[config.mk]
export PLATFORM = sky130hd
export DESIGN_NAME = video_pixel_serializer
export DESIGN_NICKNAME = d
export VERILOG_FILES = /design/src/rtl/video_pkg.sv /design/src/rtl/video_pair_swap.sv /design/src/rtl/video_pixel_serializer.sv
export SDC_FILE = /design/constraint.sdc
export NUM_CORES = 1
export LEC_CHECK = 0
export BUFFER_PORTS_ARGS = -buffer_cell sky130_fd_sc_hd__buf_2
export CAP_MARGIN = 20
export CORE_MARGIN = 5
export CORE_UTILIZATION = 57
export CTS_CLUSTER_DIAMETER = 150
export DETAILED_ROUTE_END_ITERATION = 8
export MAX_ROUTING_LAYER = met4
export PLACE_DENSITY = 0.8
export REMOVE_ABC_BUFFERS = 1
export SLEW_MARGIN = 20
export SYNTH_ARGS = -nofsm -noshare
export SYNTH_HDL_FRONTEND = slang
export SYNTH_SLANG_ARGS = --single-unit
[constraint.sdc]
create_clock -name clk -period 2.5 [get_ports clk]
set_clock_uncertainty 0.2 [all_clocks]
set_input_delay 0.125 -clock clk [delete_from_list [all_inputs] [get_ports clk]]
set_output_delay 0.125 -clock clk [all_outputs]
set_load 0.01 [all_outputs]
[src/rtl/video_pkg.sv]
// video_pkg: shared defaults for the video pixel path
package video_pkg;
  localparam int PIXEL_BITS_DEFAULT = 4;
  localparam int PIXELS_PER_WORD_DEFAULT = 6;
  localparam logic [PIXEL_BITS_DEFAULT-1:0] BLANK_PIXEL = '0;
endpackage

[src/rtl/video_pair_swap.sv]
// video_pair_swap: combinational pixel-pair reorder (screen_control=0 swaps each pair)
module video_pair_swap #(
  parameter int PIXEL_BITS = 4,
  parameter int PIXELS_PER_WORD = 6
) (
  input  logic                                  screen_control,
  input  logic [PIXEL_BITS*PIXELS_PER_WORD-1:0] word_in,
  output logic [PIXEL_BITS*PIXELS_PER_WORD-1:0] word_out
);
  for (genvar p = 0; p < PIXELS_PER_WORD / 2; p++) begin : g_pair
    assign word_out[2*p*PIXEL_BITS +: PIXEL_BITS] =
      screen_control ? word_in[2*p*PIXEL_BITS +: PIXEL_BITS] : word_in[(2*p+1)*PIXEL_BITS +: PIXEL_BITS];
    assign word_out[(2*p+1)*PIXEL_BITS +: PIXEL_BITS] =
      screen_control ? word_in[(2*p+1)*PIXEL_BITS +: PIXEL_BITS] : word_in[2*p*PIXEL_BITS +: PIXEL_BITS];
  end
endmodule

[src/rtl/video_pixel_serializer.sv]
// video_pixel_serializer: hold buffer + shifter emitting one pixel per pixel_en; option VIDEO_PIXEL_SERIALIZER_UNDERRUN_COUNT_EN adds underrun_count
module video_pixel_serializer
  import video_pkg::*;
#(
  parameter int PIXEL_BITS = PIXEL_BITS_DEFAULT,
  parameter int PIXELS_PER_WORD = PIXELS_PER_WORD_DEFAULT,
  parameter logic [PIXEL_BITS-1:0] BLANK_VALUE = PIXEL_BITS'(BLANK_PIXEL)
) (
  input  logic                                  clk,
  input  logic                                  rst_n,
  input  logic                                  screen_control,
  input  logic [PIXEL_BITS*PIXELS_PER_WORD-1:0] in_data,
  input  logic                                  in_valid,
  output logic                                  in_ready,
  input  logic                                  pixel_en,
  output logic [PIXEL_BITS-1:0]                 pixel_out,
  output logic                                  pixel_valid,
  output logic                                  underrun
`ifdef VIDEO_PIXEL_SERIALIZER_UNDERRUN_COUNT_EN
  ,
  output logic [15:0]                           underrun_count
`endif
);
  localparam int W = PIXEL_BITS * PIXELS_PER_WORD;
  localparam int CW = $clog2(PIXELS_PER_WORD + 1);
  localparam logic [CW-1:0] FULL = CW'(PIXELS_PER_WORD);
  if ((PIXELS_PER_WORD % 2) != 0 || PIXELS_PER_WORD < 2) begin : g_bad_ppw
    $error("video_pixel_serializer: PIXELS_PER_WORD must be even and >= 2");
  end
  logic [W-1:0]  swapped, hold, shifter;
  logic          hold_valid, transfer, accept, empty_strobe;
  logic [CW-1:0] count;
  video_pair_swap #(.PIXEL_BITS(PIXEL_BITS), .PIXELS_PER_WORD(PIXELS_PER_WORD)) u_swap (
    .screen_control(screen_control),
    .word_in(in_data),
    .word_out(swapped)
  );
  assign transfer = hold_valid && (count == '0 || (pixel_en && count == CW'(1)));
  assign in_ready = !hold_valid || transfer;
  assign accept = in_valid && in_ready;
  assign empty_strobe = pixel_en && count == '0;
  assign pixel_out = shifter[PIXEL_BITS-1:0];
  assign pixel_valid = count != '0;
  // hold register: capture reordered word on accept, release it on transfer
  always_ff @(posedge clk or negedge rst_n) begin
    if (!rst_n) begin
      hold <= {PIXELS_PER_WORD{BLANK_VALUE}};
      hold_valid <= 1'b0;
    end else begin
      if (accept) hold <= swapped;
      hold_valid <= accept || (hold_valid && !transfer);
    end
  end
  // shifter: load from hold, otherwise shift toward slot 0 with blank fill
  always_ff @(posedge clk or negedge rst_n) begin
    if (!rst_n) begin
      shifter <= {PIXELS_PER_WORD{BLANK_VALUE}};
      count <= '0;
      underrun <= 1'b0;
    end else begin
      underrun <= empty_strobe;
      if (transfer) begin
        shifter <= hold;
        count <= FULL;
      end else if (pixel_en && count != '0) begin
        shifter <= {BLANK_VALUE, shifter[W-1:PIXEL_BITS]};
        count <= count - CW'(1);
      end
    end
  end
`ifdef VIDEO_PIXEL_SERIALIZER_UNDERRUN_COUNT_EN
  // saturating count of strobes that found the shifter empty
  always_ff @(posedge clk or negedge rst_n) begin
    if (!rst_n) underrun_count <= '0;
    else if (empty_strobe && underrun_count != 16'hFFFF) underrun_count <= underrun_count + 16'd1;
  end
`endif
endmodule

==> run_results.csv, run 1 <==
group,metric,value,unit
cells_and_area,syn_to_final_growth,24.0,%
detailed_routing,vias_per_cell,5.72,
power_and_ir_drop,p_seq_share,45.1,%
placed_design,io_buffers,35,
worst_setup_path,cp_top_family,"multiplexers",
yosys,synthesis.area,2590,sq um
yosys,synth_warnings,0,
global_routing,grt_pass1_vias,1893,
placed_design,hpwl,3.27,mm
clock_network,cts_resized,0,
sta,finalCritPeriodShare,92.0,%
clock_network,clk_pin_slew,0.09,ns
detailed_routing,wl_per_cell,16.0,um
global_routing,grt_start_max_net_pins,31,
worst_setup_path,worstPathRequired,2.50,ns
cells_and_area,finalNonFillerCells,307,
worst_setup_path,critPathKind,"flop to flop",
worst_setup_path,cp_max_fo,23,
worst_setup_path,crit_path_start_kind,"flop",
clock_network,cts_tree,"done",
clock_network,clock-root-buffer,"clkbuf_8",
cells_and_area,register_area,1330,sq um
detailed_routing,postRouteWirelength,4.91,mm
clock_network,clk_latency,0.30,ns
clock_network,cts_buffers,5,
placed_design,place.gp.congestion,0.800,
global_routing,overflow,0,
floorplanning,core_area,4380,sq um
cells_and_area,final_nets,286,
floorplanning,initial_core_util,59.0,%
yosys,syn_area_per_cell,13.7,sq um
yosys,ys_types,25,
sta,finalHoldViolations,0,
global_routing,grt_pass1_wl,8.69,mm
cells_and_area,drive_gt1_share,45.5,%
worst_setup_path,cp_num_buf_inv,1,
worst_setup_path,cp.arrival,2.30,ns
power_and_ir_drop,clockPowerShare,17.0,%
power_and_ir_drop,p_leak,0.00138,uW
floorplanning,io_pins,36,
sta,period_needed,2.30,ns
cells_and_area,multi_input_area,1130,sq um
yosys,synth_seq_area_share,51.3,%
power_and_ir_drop,p_int,2320,uW
sta,finalWorstSetupSlack,0.199,ns
worst_setup_path,worstPathCellList,"inv_1 -> ha_1 -> nor2b_2 -> mux2_2 -> a221o_2",
detailed_routing,first_pass_iters,4,
clock_network,cts.sinks,53,
floorplanning,die_y,77.4,um
detailed_routing,drtAntennaViolNets,0,
power_and_ir_drop,p_sw,1080,uW
detailed_routing,route.detailed.drc,0,
yosys,synthCells,189,
power_and_ir_drop,max-vdd-ir-drop,745,uV
sta,rsz0062_at_grt,"no",
placed_design,dp.cells,266,
worst_setup_path,cpPeakStageDelay,0.54,ns
global_routing,grt_antenna_before_repair,0,
worst_hold_path,hp-class,"input pin to flop",
yosys,ys_ff_latch,53,
cells_and_area,num_antenna_cells,0,
floorplanning,row_count,24,
power_and_ir_drop,cellPowerDensity,1060,nW/um^2
sta,finalSetupViolCount,0,
run,drv_cap,0,
detailed_routing,num_vias,1757,
sta,slew_headroom,57.0,%
sta,fmax,435,MHz
cells_and_area,n_fill_cell,300,
global_routing,grt_usage,17.9,%
outcome,status,"complete, no violations",
cells_and_area,fin_util,73.2,%
power_and_ir_drop,p_comb_share,37.8,%
sta,final_max_slew_viol_count,0,
clock_network,cts_buffer_depth,2,
worst_setup_path,slowest_stage,"mux2_2",
power_and_ir_drop,swShare,31.9,%
floorplanning,die_w,77.4,um
sta,worstMarginPinSlew,0.645,ns
clock_network,cts_max_level,2,
worst_setup_path,critPathCaptureType,"flop",
floorplanning,dieArea,5990,sq um
detailed_routing,drt_iter0_markers,96,
placed_design,pre_cts_ws,0.202,ns
clock_network,cts_setup_buffers,0,
==> power groups by stage <==
| stage | sequential, uW | combinational (uW) | clock [uW] |
|---|---|---|---|
| 2_1_floorplan | 1480 | 907 | 0 |
| 3_3_place_gp | 1530 | 1200 | 0 |
| 3_5_place_dp | 1550 | 1250 | 0 |
| 4_1_cts | 1530 | 1300 | 594 |
| 5_1_grt | 1580 | 1410 | 629 |
| 6_report | 1530 | 1290 | 579 |
==> synth_stat cells (all sizes together) <==
cell,number,area [sq um]
dfrtp,53,1330
mux2,50,563
o221a,20,225
or3,20,125
buf,9,67.6
clkbuf,8,50.1
a22o,4,35.0
inv,4,15.0
ha,3,37.5
nand2,3,11.3
o21ai,3,15.0
a21oi,2,10.0
mux2i,2,20.0
nor2b,2,22.5
a221o,1,11.3
a221oi,1,26.3
and2,1,7.51
and2b,1,8.76
nand2b,1,6.26
nor2,1,3.75
==> layer usage <==
layer,up-vias,GRT usage [%],part of all wire (%)
met4,0,4.47,0.77
met2,30,31.0,53
li1,842,-,-
met5,-,-,0
met3,4,3.36,4.1
met1,881,21.7,42
==> metrics by stage <==
stage / power (uW) / cell area, sq um / TNS [ns] / hold WS [ns]
after floorplan: 2380 / 2470 / -0.203 / -0.371
after global placement: 2730 / 2760 / 0 / -0.00442
after detailed placement: 2800 / 2760 / 0 / -0.0112
after CTS: 3420 / 3210 / 0 / 0.000155
after global routing: 3620 / 3210 / 0 / 0.0110
final: 3400 / 3210 / 0 / 0.00316
==> flip-flops by register name, indices dropped and copies added, names as in the netlist <==
signal / flops
shifter: 24
underrun: 1
count: 3
hold: 24
hold_valid: 1
==> cell type report <==
type                    count  share of cell area, %
well taps                  52                   2.03
multi-input cells         115                   35.2
clock buffers               5                   2.15
inverters                   4                  0.468
clock inverters             3                   1.44
repair buffers             75                   17.4
flip-flops and latches     53                   41.3
==> final timing paths <==
kind | startpoint | endpoint | slack [ns] | cells after the start
setup reg to reg | count[0] | count[2] | 0.20 | 5
min in group asynchronous | rst_n | hold_valid | 0.18 | 2
hold reg to reg | hold[8] | hold[8] | 0.29 | 1
max in group asynchronous | rst_n | hold[3] | 1.25 | 3
hold / removal | in_data[2] | hold[6] | 0.003 | 3
setup / recovery | count[0] | count[2] | 0.20 | 5
==> placed cells by master, fill, tap and decap left out, types with 2 or more instances in the layout <==
cell type / instances
inv_1: 4
mux2_1: 10
buf_2: 35
mux2i_1: 2
a21oi_1: 2
ha_1: 3
or3_1: 20
dfrtp_1: 53
buf_4: 7
dlygate4sd3_1: 33
o221a_2: 20
nand2_1: 3
a22o_1: 4
clkbuf_8: 5
o21ai_0: 2
mux2_2: 40
==> what timing repair did <==
action                                  CTS  global route
hold buffers                             33             0
endpoints found under the setup margin    0             0
endpoints found under the hold margin    52             0
==> worst min-delay path: cells and delay by family <==
| kind | cells | cell delay [ns] |
|---|---|---|
| buffers and inverters | 1 | 0.08 |
| muxes | 2 | 0.27 |
==> cells by family after synthesis <==
group / synth area share [%]
compound gates: 12.5
fa+ha+maj: 1.45
buf+inv: 5.13
flops: 51.3
mux: 22.5
simple gates: 7.16
No activity file was read; power rests on OpenSTA's default activity.
==> inputs of run 2 (changes only) <==
Settings changed: BUFFER_PORTS_ARGS -buffer_cell sky130_fd_sc_hd__buf_2 to default, CORE_UTILIZATION 57 to 60, DONT_BUFFER_PORTS from default to 1, PLACE_DENSITY 0.8 to 0.77, SKIP_LAST_GASP from default to 1.
==> run 2 against run 1 <==
Effect of this change: sequential power is essentially flat; first-iteration DRC count grew 32%; design area shrank 0.51%; via count shrank 2.3%; combinational power shrank 3%; highest routed layer unchanged.
==> run_results.csv, run 2 (synthesis gave the netlist of run 1 again) <==
group,metric,value,unit
clock_network,cts_tree,"done",
power_and_ir_drop,p_leak,0.00130,uW
cells_and_area,layout_common_cells,"dfrtp_1 (53), dlygate4sd3_1 (51), mux2_2 (40), or3_1 (20), o221a_2 (20)",
run,drv_cap,0,
worst_hold_path,whs_path_depth,2,
detailed_routing,drt_iter0_markers,127,
clock_network,cts_max_level,2,
worst_setup_path,r2r_cells,5,
placed_design,hpwl,3.21,mm
worst_hold_path,whs_endpoint,"shifter[20]",
floorplanning,initial_core_util,63.3,%
clock_network,cts_buffer_depth,2,
sta,fmax,433,MHz
detailed_routing,drtAntennaViolNets,0,
detailed_routing,num_vias,1716,
global_routing,overflow,0,
cells_and_area,drive_gt1_share,32.9,%
sta,final_max_slew_viol_count,0,
global_routing,grt_start_max_net_pins,54,
sta,period_needed,2.31,ns
placed_design,io_buffers,0,
clock_network,clk_latency,0.31,ns
power_and_ir_drop,cellPowerDensity,1020,nW/um^2
floorplanning,io_pins,36,
clock_network,clk_pin_slew,0.09,ns
detailed_routing,vias_per_cell,5.98,
placed_design,place.gp.congestion,0.790,
global_routing,grt_pass1_wl,8.58,mm
worst_setup_path,reg2reg_slack,0.19,ns
power_and_ir_drop,total_power,3270,uW
sta,rsz0062_at_grt,"no",
global_routing,grt_usage,20.3,%
detailed_routing,postRouteWirelength,5.10,mm
cells_and_area,num_antenna_cells,0,
worst_setup_path,r2r-start,"count[0]",
worst_setup_path,cp.arrival,2.30,ns
worst_setup_path,crit_path_start_kind,"flop",
floorplanning,die_y,75.7,um
clock_network,cts_buffers,5,
power_and_ir_drop,max-vdd-ir-drop,711,uV
detailed_routing,first_pass_iters,4,
sta,finalSetupViolCount,0,
floorplanning,die_w,75.7,um
sta,slew_headroom,55.9,%
worst_setup_path,r2r_end,"count[2]",
sta,worstMarginPinSlew,0.661,ns
worst_hold_path,hp-class,"input pin to flop",
worst_hold_path,worstHoldStart,"pixel_en",
worst_setup_path,crit_start,"count[0]",
clock_network,cts.sinks,53,
worst_setup_path,critPathKind,"flop to flop",
worst_setup_path,worstPathRequired,2.49,ns
floorplanning,core_area,4090,sq um
cells_and_area,syn_to_final_growth,23.4,%
worst_setup_path,cp_max_fo,23,
sta,whs,0.0400,ns
cells_and_area,final_nets,268,
sta,finalCritPeriodShare,92.5,%
worst_setup_path,critPathCaptureType,"flop",
clock_network,clock-root-buffer,"clkbuf_8",
floorplanning,row_count,23,
detailed_routing,wl_per_cell,17.8,um
sta,final.setup.tns,0,ns
outcome,status,"complete, no violations",
cells_and_area,top_regs,"hold x24, shifter x24, count x3",
global_routing,grt_antenna_before_repair,0,
global_routing,grt_pass1_vias,1839,
floorplanning,dieArea,5730,sq um
detailed_routing,route.detailed.drc,0,
cells_and_area,final_common_cell,"dfrtp_1",
clock_network,cts_setup_buffers,0,
sta,finalHoldViolations,0,
run 2: cell count changes in the layout (fill, tap and decap cells not counted), sizes merged:
cell         change
clkinv           -1
buf             -36
bufinv           -1
clkbuf           +2
dlygate4sd3     +18
run 2: per-layer routing:
metal	part of all wire (%)	global-route usage (%)	vias to the layer above
met3	3.5	3.69	8
met1	42	24.5	875
met4	1.4	6.80	0
met2	53	34.5	29
met5	0	-	-
li1	-	-	804
run 2: final cells by class:
| type | instances | area, sq um |
|---|---|---|
| clock buffer | 7 | 76.3 |
| tap | 50 | 62.6 |
| inverter | 4 | 15.0 |
| timing repair buffer | 57 | 576 |
| fill | 253 | 895 |
| multi-input combinational | 115 | 1130 |
| sequential | 53 | 1330 |
| clock inverter | 1 | 7.51 |
run 2: worst max-delay path by stage:
| stage | cells after the start | end |
|---|---|---|
| after floorplan | 5 | shifter[0] |
| after global placement | 5 | count[2] |
| after detailed placement | 5 | count[2] |
| after CTS | 5 | count[2] |
| after global routing | 5 | count[2] |
| final | 5 | count[2] |
run 2: per-stage QoR:
step / cell area [sq um] / std cells / utilization (%) / setup WS (ns)
global route: 3190 / 287 / 78.1 / 0.0765
CTS: 3190 / 287 / 78.1 / 0.190
floorplan: 2470 / 172 / - / -0.0102
finish: 3190 / 287 / 78.1 / 0.188
global placement: 2570 / 227 / 62.9 / 0.290
detailed placement: 2570 / 227 / 62.9 / 0.209
run 2: report_power, final:
group | internal [uW] | total, uW | switching [uW]
combinational | 723 | 1250 | 525
clock | 199 | 472 | 273
sequential | 1280 | 1550 | 268
total | 2200 | 3270 | 1070
run 2: what timing repair did:
item | 4_1_cts | 5_1_grt
hold buffers | 52 | 0
endpoints found under the hold margin | 80 | 0
resized for setup | 0 | 0
run 2: critical path, cell delays in order (launching register included):
cell and delay, ns:
dfrtp_1 0.39, inv_1 0.12, ha_1 0.27, nor2b_2 0.27, mux2_2 0.54, a221o_2 0.41
